**src/rtl/bullet_controller.sv**
```systemverilog
// Player bullet: spawn on fire edge, climb each tick, retire on top exit or kill.
// Also renders the bullet sprite window and keeps a saturating hit count.
module bullet_controller #(
  parameter int MAP_HEIGHT = 480,
  parameter int PLAYER_W = 80,
  parameter int BLT_W = 10,
  parameter int BLT_H = 10,
  parameter int SPD_Y = 12,
  parameter int COOLDOWN = 4,
  parameter logic [1:0] GAME_STATE = 2'd2
) (
  input  logic       clk,
  input  logic       rst,
  input  logic [9:0] h_cnt,
  input  logic [9:0] v_cnt,
  input  logic [1:0] state,
  input  logic       fire,
  input  logic [9:0] player_x,
  input  logic [9:0] player_y,
  input  logic       mon_alive,
  input  logic [9:0] mon_y,
  output logic       blt_exist,
  output logic [9:0] blt_x,
  output logic [9:0] blt_y,
  output logic [7:0] hits,
  output logic       valid,
  output logic [6:0] pixel_addr
);

  localparam logic [9:0] MAP_H = 10'(MAP_HEIGHT);
  localparam logic [9:0] X_OFS = 10'(PLAYER_W / 2 - BLT_W / 2);
  localparam logic [9:0] BH = 10'(BLT_H);
  localparam logic [9:0] SPD = 10'(SPD_Y);
  localparam logic [7:0] CD = 8'(COOLDOWN);

  typedef enum logic [1:0] {IDLE, FLY, COOL} st_t;

  st_t        st, st_n;
  logic       exist_n;
  logic [9:0] x_n, y_n;
  logic [7:0] hits_n;
  logic [7:0] cnt, cnt_n;
  logic       fire_d, mon_d;
  logic       fire_pulse, hit;

  assign fire_pulse = fire & ~fire_d;
  // Monster dropping off the bottom also clears mon_alive; not a kill.
  assign hit = blt_exist & mon_d & ~mon_alive & (mon_y < MAP_H);

  always_ff @(posedge clk) begin
    fire_d <= fire;
    if (rst || state != GAME_STATE) begin
      st        <= IDLE;
      blt_exist <= 1'b0;
      blt_x     <= '0;
      blt_y     <= '0;
      hits      <= '0;
      cnt       <= '0;
      mon_d     <= 1'b0;
    end else begin
      st        <= st_n;
      blt_exist <= exist_n;
      blt_x     <= x_n;
      blt_y     <= y_n;
      hits      <= hits_n;
      cnt       <= cnt_n;
      mon_d     <= mon_alive;
    end
  end

  always_comb begin
    st_n    = st;
    exist_n = blt_exist;
    x_n     = blt_x;
    y_n     = blt_y;
    hits_n  = hits;
    cnt_n   = cnt;
    unique case (st)
      IDLE: begin
        exist_n = 1'b0;
        if (fire_pulse) begin
          x_n     = player_x + X_OFS;
          y_n     = (player_y >= BH) ? player_y - BH : '0;
          exist_n = 1'b1;
          st_n    = FLY;
        end
      end
      FLY: begin
        if (blt_y < SPD) begin
          exist_n = 1'b0;
          st_n    = COOL;
          cnt_n   = CD;
        end else if (hit) begin
          exist_n = 1'b0;
          st_n    = COOL;
          cnt_n   = CD;
          if (hits != 8'hFF)
            hits_n = hits + 8'd1;
        end else begin
          y_n = blt_y - SPD;
        end
      end
      COOL: begin
        if (cnt == 8'd1) begin
          st_n  = IDLE;
          cnt_n = '0;
        end else begin
          cnt_n = cnt - 8'd1;
        end
      end
      default: st_n = IDLE;
    endcase
  end

  // Sprite window; 11-bit bounds avoid wrap near the right/bottom edge.
  always_comb begin
    valid = blt_exist
      && h_cnt >= blt_x
      && {1'b0, h_cnt} < {1'b0, blt_x} + 11'(BLT_W)
      && v_cnt >= blt_y
      && {1'b0, v_cnt} < {1'b0, blt_y} + 11'(BLT_H);
    pixel_addr = '0;
    if (valid)
      pixel_addr = 7'(h_cnt - blt_x)
        + 7'(v_cnt - blt_y) * 7'(BLT_W);
  end

endmodule

```
**config.mk**
```make
export PLATFORM = sky130hd
export DESIGN_NAME = bullet_controller
export DESIGN_NICKNAME = d
export VERILOG_FILES = /design/src/rtl/bullet_controller.sv
export SDC_FILE = /design/constraint.sdc
export NUM_CORES = 1
export LEC_CHECK = 0
export CELL_PAD_IN_SITES_DETAIL_PLACEMENT = 1
export CELL_PAD_IN_SITES_GLOBAL_PLACEMENT = 1
export CORE_MARGIN = 3
export CORE_UTILIZATION = 34
export DETAILED_ROUTE_END_ITERATION = 16
export HOLD_SLACK_MARGIN = 0.1
export PLACE_DENSITY_LB_ADDON = 0.1
export SLEW_MARGIN = 40
export SYNTH_ARGS = -nofsm -noshare
export SYNTH_HDL_FRONTEND = slang
export SYNTH_SLANG_ARGS = --single-unit
export TNS_END_PERCENT = 1
```
**constraint.sdc**
```tcl
create_clock -name clk -period 6.85 [get_ports clk]
set_input_delay 1.7125 -clock clk [delete_from_list [all_inputs] [get_ports clk]]
set_output_delay 1.7125 -clock clk [all_outputs]
set_load 0.01 [all_outputs]
```
==> qor.txt, run 1 <==
post-route insts no fill -> 727
Cell variety after synth -> 55
fraction of the mapped netlist area in compound gates -> 19.7%
RSZ-0062 raised after global routing -> yes
clock sinks -> 41
Fin. Hold Viols -> 0
antenna violation net count after detailed routing -> 0
Post-Synth Simple-Gate Area -> 20.0%
depth of the CTS H-tree -> 2
Slew Viols, Final -> 0
most common cell in the netlist -> nor2_1
post-synthesis net count -> 596
XOR/XNOR Fraction of Synth Area -> 11.2%
Die Y -> 113 um
WP data required -> 5.14 ns
status -> finished, violations left
Synth Register Bits -> 41
Top FF cell, synth -> dfxtp_1
worst stage delay on the critical path -> 0.54 ns
Tcrit/Tclk final -> 101%
worst setup path start -> v_cnt[1]
DRT iter0 DRCs -> 110
total congestion overflow -> 0
Setup Skew -> 0.00864 ns
min-delay src -> blt_x[2]
VDD IR max -> 101 uV
die area -> 12800 um2
Antenna Cells -> 0
crit path DAT -> 5.23 ns
final wirelength -> 11600 um
worst slew pin tran -> 0.815 ns
dpl ws -> -1.07 ns
Synth Cell Area -> 3890 um2
area delta synth->final -> 38.4%
initial antenna violation count -> 0
violated checks -> setup timing
mux cell area share after synthesis -> 0.514%
Clock Pin Slew Worst Setup and Hold Paths -> 0.06 ns
TritonCTS buffer count -> 5
top cell type's share of synthesized area -> 21.1%
layout cells sized above 1 -> 11.9%
vias in the first global route -> 4041
Fill cells -> 1315
startpoint types -> input port
largest net degree at the start of global routing -> 37
row count -> 38
DRC -> 0
PortBufs -> 87
Wirelength per Cell -> 16.0 um
maximum fanout along the worst path -> 2
largest family of logic cells by synthesized area -> adder cells
final RePlAce weighted congestion -> 0.848
clock root buffer -> clkbuf_16
DRT Pass-1 Iters -> 4
Syn Area/Cell -> 8.18 um2
hold_buf cts -> 0
max_slew headroom -> 44.3%
Final Power -> 0.776 mW
Pleak -> 2.09 nW
DR vias/cell -> 5.16
hold_ws -> 0.500 ns
CTS tree -> yes
leading area contributor after synthesis -> dfxtp_1
HPWL Detailed -> 9470 um
I/O pin count -> 93
worst setup margin -> -0.0892 ns
synth warn -> 0
ys async rst share -> 0%
first-pass GRT wire length -> 19500 um
adder-cell share of the synthesized area -> 22.1%
final-stage net count -> 706
Worst Setup Path Type -> input port to output pin
core area -> 11000 um2
slowest CP cell -> fa_1
largest cells by area after synthesis -> dfxtp_1 21%, ha_1 18%, xnor2_1 6.1%
synth cell count leaders -> 59 x nor2_1, 56 x ha_1, 41 x dfxtp_1
synthesized instance count -> 476
max-cap violations -> 0
maximum clock frequency -> 0.144 GHz
Initial Util -> 35.3%
DP Cell Count -> 715
Worst-Skew Late Latency -> 0.28 ns
Setup-failing EPs final -> 1
DR vias -> 3752
number of flops mapped to enable cells by yosys -> 0
CP dominant cell by count -> ha_4
Max Root-Sink Buffers -> 2
Die Width -> 113 um
worst hold path type -> flop to flop
Total GRT Usage -> 18.4%
sequential fraction of the synthesis area -> 21.1%
worst path cell trace -> buf_8, ha_4, nor2b_4, o21a_1, or3_4, and2_4, ha_4, ha_4, inv_2, fa_1, inv_1, fa_1, ha_4, a21oi_2, xnor2_1, nand3_1, and3b_1, buf_2
Final min period -> 6.94 ns
P per Cell Area -> 144 nW/um2
type of destination of the critical path -> output pin
worst r2r src -> blt_y[2]
through the flow:
step                      area [um2]  setup TNS (ns)  util, %
after floorplan                 3890               0        -
after global placement          5080           -2.15     46.0
after detailed placement        5080           -2.47     46.1
after CTS                       5320          -0.216     48.2
after global routing            5390          -0.296     48.9
final                           5390         -0.0892     48.9
layer usage:
| layer | global-route usage [%] | share of wire (%) | vias up |
|---|---|---|---|
| met5 | 0 | 0 | - |
| met4 | 3.93 | 1.4 | 0 |
| li1 | - | - | 1892 |
| met3 | 2.19 | 2.5 | 11 |
| met2 | 34.6 | 52 | 51 |
| met1 | 22.4 | 44 | 1798 |
logic make-up (layout without fill, tap and decap cells):
family / after synthesis / in the layout
AND/OR/NAND/NOR: 149 / 149
XOR/XNOR: 50 / 50
adder cells (fa/ha/maj): 64 / 64
multiplexers: 2 / 2
buffers and inverters: 54 / 165
AO/OA/AOI/OAI: 116 / 116
flip-flops: 41 / 41
final timing paths:
kind,to,slack [ns],cells past startpoint
max,pixel_addr[6],-0.09,18
min,blt_x[2],0.50,2
min reg2reg,blt_x[2],0.50,2
max reg2reg,cnt[7],4.49,7
flip-flops by register name, indices dropped and copies added (netlist names):
signal     count
mon_d          1
blt_exist      1
hits           8
blt_x         10
blt_y         10
st             2
cnt            8
fire_d         1
layout by cell type, fill, tap and decap left out, drive strengths merged, types with 4 or more instances in the layout:
| master | instances |
|---|---|
| clkdlybuf4s50 | 80 |
| nor2 | 59 |
| ha | 56 |
| dfxtp | 41 |
| inv | 40 |
| buf | 33 |
| a21oi | 30 |
| xnor2 | 27 |
| o21ai | 25 |
| xor2 | 23 |
| nand2 | 18 |
| a211oi | 16 |
| a21o | 13 |
| nor3 | 12 |
| nor2b | 8 |
| fa | 8 |
| nand3 | 7 |
| nand4 | 7 |
| and3 | 6 |
| and2 | 6 |
| o21a | 5 |
| nand2b | 5 |
| clkbuf | 5 |
| o21bai | 4 |
| a2111oi | 4 |
| nor4 | 4 |
| nor3b | 4 |
critical path, delay by kind of cell:
kind,cells,cell delay (ns)
and+or+nand+nor,5,0.92
AOI/OAI and AO/OA,2,0.32
buffers and inverters,4,0.32
adders and majority gates,6,1.80
xor gates and xnor gates,1,0.15
cell type report:
| type | instances | area, um2 | area share (%) |
|---|---|---|---|
| clock inverter | 3 | 46.3 | 0.859 |
| tap | 140 | 175 | 3.25 |
| inverter | 41 | 154 | 2.86 |
| multi-input combinational | 381 | 2990 | 55.5 |
| clock buffer | 5 | 125 | 2.32 |
| sequential | 41 | 821 | 15.2 |
| timing repair buffer | 116 | 1080 | 20.0 |
where the power goes:
part           total (mW)  switching [mW]  internal [mW]
Clock               0.269          0.0969          0.172
Combinational       0.261           0.119          0.142
Sequential          0.245         0.00407          0.241
Total               0.776           0.220          0.555
repair_timing:
| item | in CTS | in global routing |
|---|---|---|
| setup buffers | 3 | 1 |
| resized for setup | 31 | 11 |
| endpoints found under the setup margin | 4 | 3 |
| pin swaps | 14 | 8 |
Power figures use the tool's default switching activity.
==> inputs of run 2 (changes only) <==
- CORE_UTILIZATION: 34 -> 37
- clock period: 6.85 -> 6.55 ns (I/O delays scaled with it)
==> qor.txt, run 2 (same netlist as run 1, synthesis figures left out) <==
Clock power frac -> 28.2% (-6.5 points)
worst r2r src -> blt_y[2]
area delta synth->final -> 37.2%
die area -> 11800 um2 (-7.7%)
maximum clock frequency -> 0.145 GHz
Int Pwr -> 0.534 mW (-3.8%)
Pleak -> 2.07 nW (-0.79%)
CTS tree -> yes
Worst-Skew Late Latency -> 0.30 ns (+0.02 ns)
depth of the CTS H-tree -> 2 (unchanged)
Final min period -> 6.88 ns
P per Cell Area -> 144 nW/um2 (-0.13%)
TritonCTS buffer count -> 5 (unchanged)
final wirelength -> 11700 um (+0.53%)
Sw Ratio -> 30.5% (+2.0 points)
max_slew headroom -> 46.8% (+2.5 points)
clock sinks -> 41 (unchanged)
max-cap violations -> 0 (unchanged)
Die Width -> 109 um (-3.9%)
crit path DAT -> 5.25 ns (+0.02 ns)
Gate power share -> 38.5% (+4.8 points)
PortBufs -> 87 (unchanged)
worst setup margin -> -0.335 ns (-0.246 ns)
Seq. cell area -> 821 um2 (unchanged)
DP Cell Count -> 709 (-0.84%)
DR vias -> 3722 (-0.80%)
final RePlAce weighted congestion -> 0.820 (-3.3%)
final-stage net count -> 707 (+0.14%)
core area -> 10000 um2 (-9.3%)
DR vias/cell -> 5.16 (about the same)
worst hold path type -> flop to flop
post-route insts no fill -> 721 (-0.83%)
Reg2Reg Setup Slack -> 4.18 ns (-0.31 ns)
sequential group share of total power -> 33.3% (+1.7 points)
WP data required -> 4.91 ns (-0.23 ns)
RSZ-0062 raised after global routing -> yes
Antenna Cells -> 0 (unchanged)
Largest regs -> blt_x (10), blt_y (10)
clock root buffer -> clkbuf_8
Die Y -> 109 um (-3.9%)
initial antenna violation count -> 0 (unchanged)
Met2 Routed Length -> 5950 um (-1.7%)
Clock Pin Slew Worst Setup and Hold Paths -> 0.08 ns (+0.02 ns)
Tcrit/Tclk final -> 105%
Max Root-Sink Buffers -> 2 (unchanged)
largest net degree at the start of global routing -> 37 (unchanged)
worst setup path endpoint -> pixel_addr[6]
met3 wire len -> 351 um (+19%)
Initial Util -> 39.0% (+3.6 points)
Fin Setup TNS -> -0.447 ns (-0.358 ns)
most common cell after layout, fill and taps aside -> clkdlybuf4s50_1
DRT iter0 DRCs -> 75 (-32%)
DRC -> 0 (unchanged)
hold_buf cts -> 0 (unchanged)
Net Switching -> 0.234 mW (+6.2%)
top sig layer -> met4
maximum fanout along the worst path -> 2 (unchanged)
antenna violation net count after detailed routing -> 0 (unchanged)
vias in the first global route -> 3973 (-1.7%)
Worst Setup Path Type -> input port to output pin
first-pass GRT wire length -> 18800 um (-3.8%)
multi-input logic area -> 3000 um2 (+0.25%)
layout cells sized above 1 -> 12.2% (+0.32 points)
I/O pin count -> 93 (unchanged)
row count -> 36 (-5.3%)
M1 WL -> 5270 um (+3.4%)
Wirelength per Cell -> 16.2 um (+1.4%)
worst slew pin tran -> 0.778 ns (-0.0367 ns)
type of destination of the critical path -> output pin
Fin. Hold Viols -> 0 (unchanged)
Setup Skew -> 0.00832 ns (-0.000316 ns)
Total GRT Usage -> 19.9% (+1.4 points)
Critical R2R Capture -> cnt[7]
hold_ws -> 0.500 ns (+0.000360 ns)
Final Util -> 53.5% (+4.6 points)
total congestion overflow -> 0 (unchanged)
startpoint types -> input port
commonest non-fill, non-tap cells in the layout -> 80 x clkdlybuf4s50_1, 59 x nor2_1, 49 x ha_1
violated checks -> setup timing
DRT Pass-1 Iters -> 4 (unchanged)
reg2reg path depth -> 8 (+1)
HPWL Detailed -> 9400 um (-0.65%)
Slew Viols, Final -> 0 (unchanged)
dpl ws -> -1.17 ns (-0.0990 ns)
Fill cells -> 1204 (-8.4%)
worst setup path start -> v_cnt[1]
status -> finished, violations left
VDD IR max -> 121 uV (+20%)
Setup-failing EPs final -> 2 (+1)
[run 2: power groups by stage]
stage               Combinational, mW  Clock, mW  Sequential (mW)
floorplan                       0.156          0            0.261
global placement                0.253          0            0.262
detailed placement              0.264          0            0.262
CTS                             0.289      0.223            0.256
global route                    0.328      0.233            0.257
finish                          0.296      0.217            0.256
[run 2: worst max-delay path, stage by stage]
cell	delay, ns
buf_6	0.10
ha_4	0.21
nor2b_4	0.12
o21a_1	0.19
or3_4	0.39
and2_4	0.18
ha_4	0.27
ha_4	0.13
inv_2	0.03
fa_1	0.49
inv_2	0.04
fa_1	0.48
ha_4	0.30
a21oi_4	0.06
xnor2_2	0.15
a21oi_1	0.14
and3b_2	0.23
buf_6	0.12
[run 2: final cells by class]
type	instances	share of cell area, %
Clock buffer	6	1.54
Clock inverter	2	0.702
Inverter	41	2.88
Multi-Input combinational cell	381	56.1
Sequential cell	41	15.4
Tap cell	133	3.11
Timing Repair Buffer	117	20.3
[run 2: how the worst min path moves through the flow]
stage,from,to,slack [ns],depth (start not counted)
floorplan,cnt[6],cnt[6],0.47,2
global placement,cnt[6],cnt[6],0.49,2
detailed placement,blt_x[2],blt_x[2],0.50,2
CTS,blt_x[2],blt_x[2],0.51,2
global route,blt_x[2],blt_x[2],0.55,2
finish,blt_x[2],blt_x[2],0.50,2
[run 2: what timing repair did]
action / 4_1_cts / 5_1_grt
gates resized for setup: 33 / 8
buffers inserted: 3 / 1
pin swaps: 13 / 10
endpoints found under the setup margin: 4 / 3
[run 2: through the flow]
stage	instance area [um2]	power [mW]
2_1_floorplan	3910	0.418
3_3_place_gp	5090	0.515
5_1_grt	5350	0.817
6_report	5350	0.769
3_5_place_dp	5100	0.526
4_1_cts	5300	0.768
[run 2: layer usage]
metal / track usage (%) / up-vias
met5: 0 / -
met4: 3.70 / 0
met3: 2.27 / 9
met2: 37.1 / 57
met1: 24.5 / 1755
li1: - / 1901
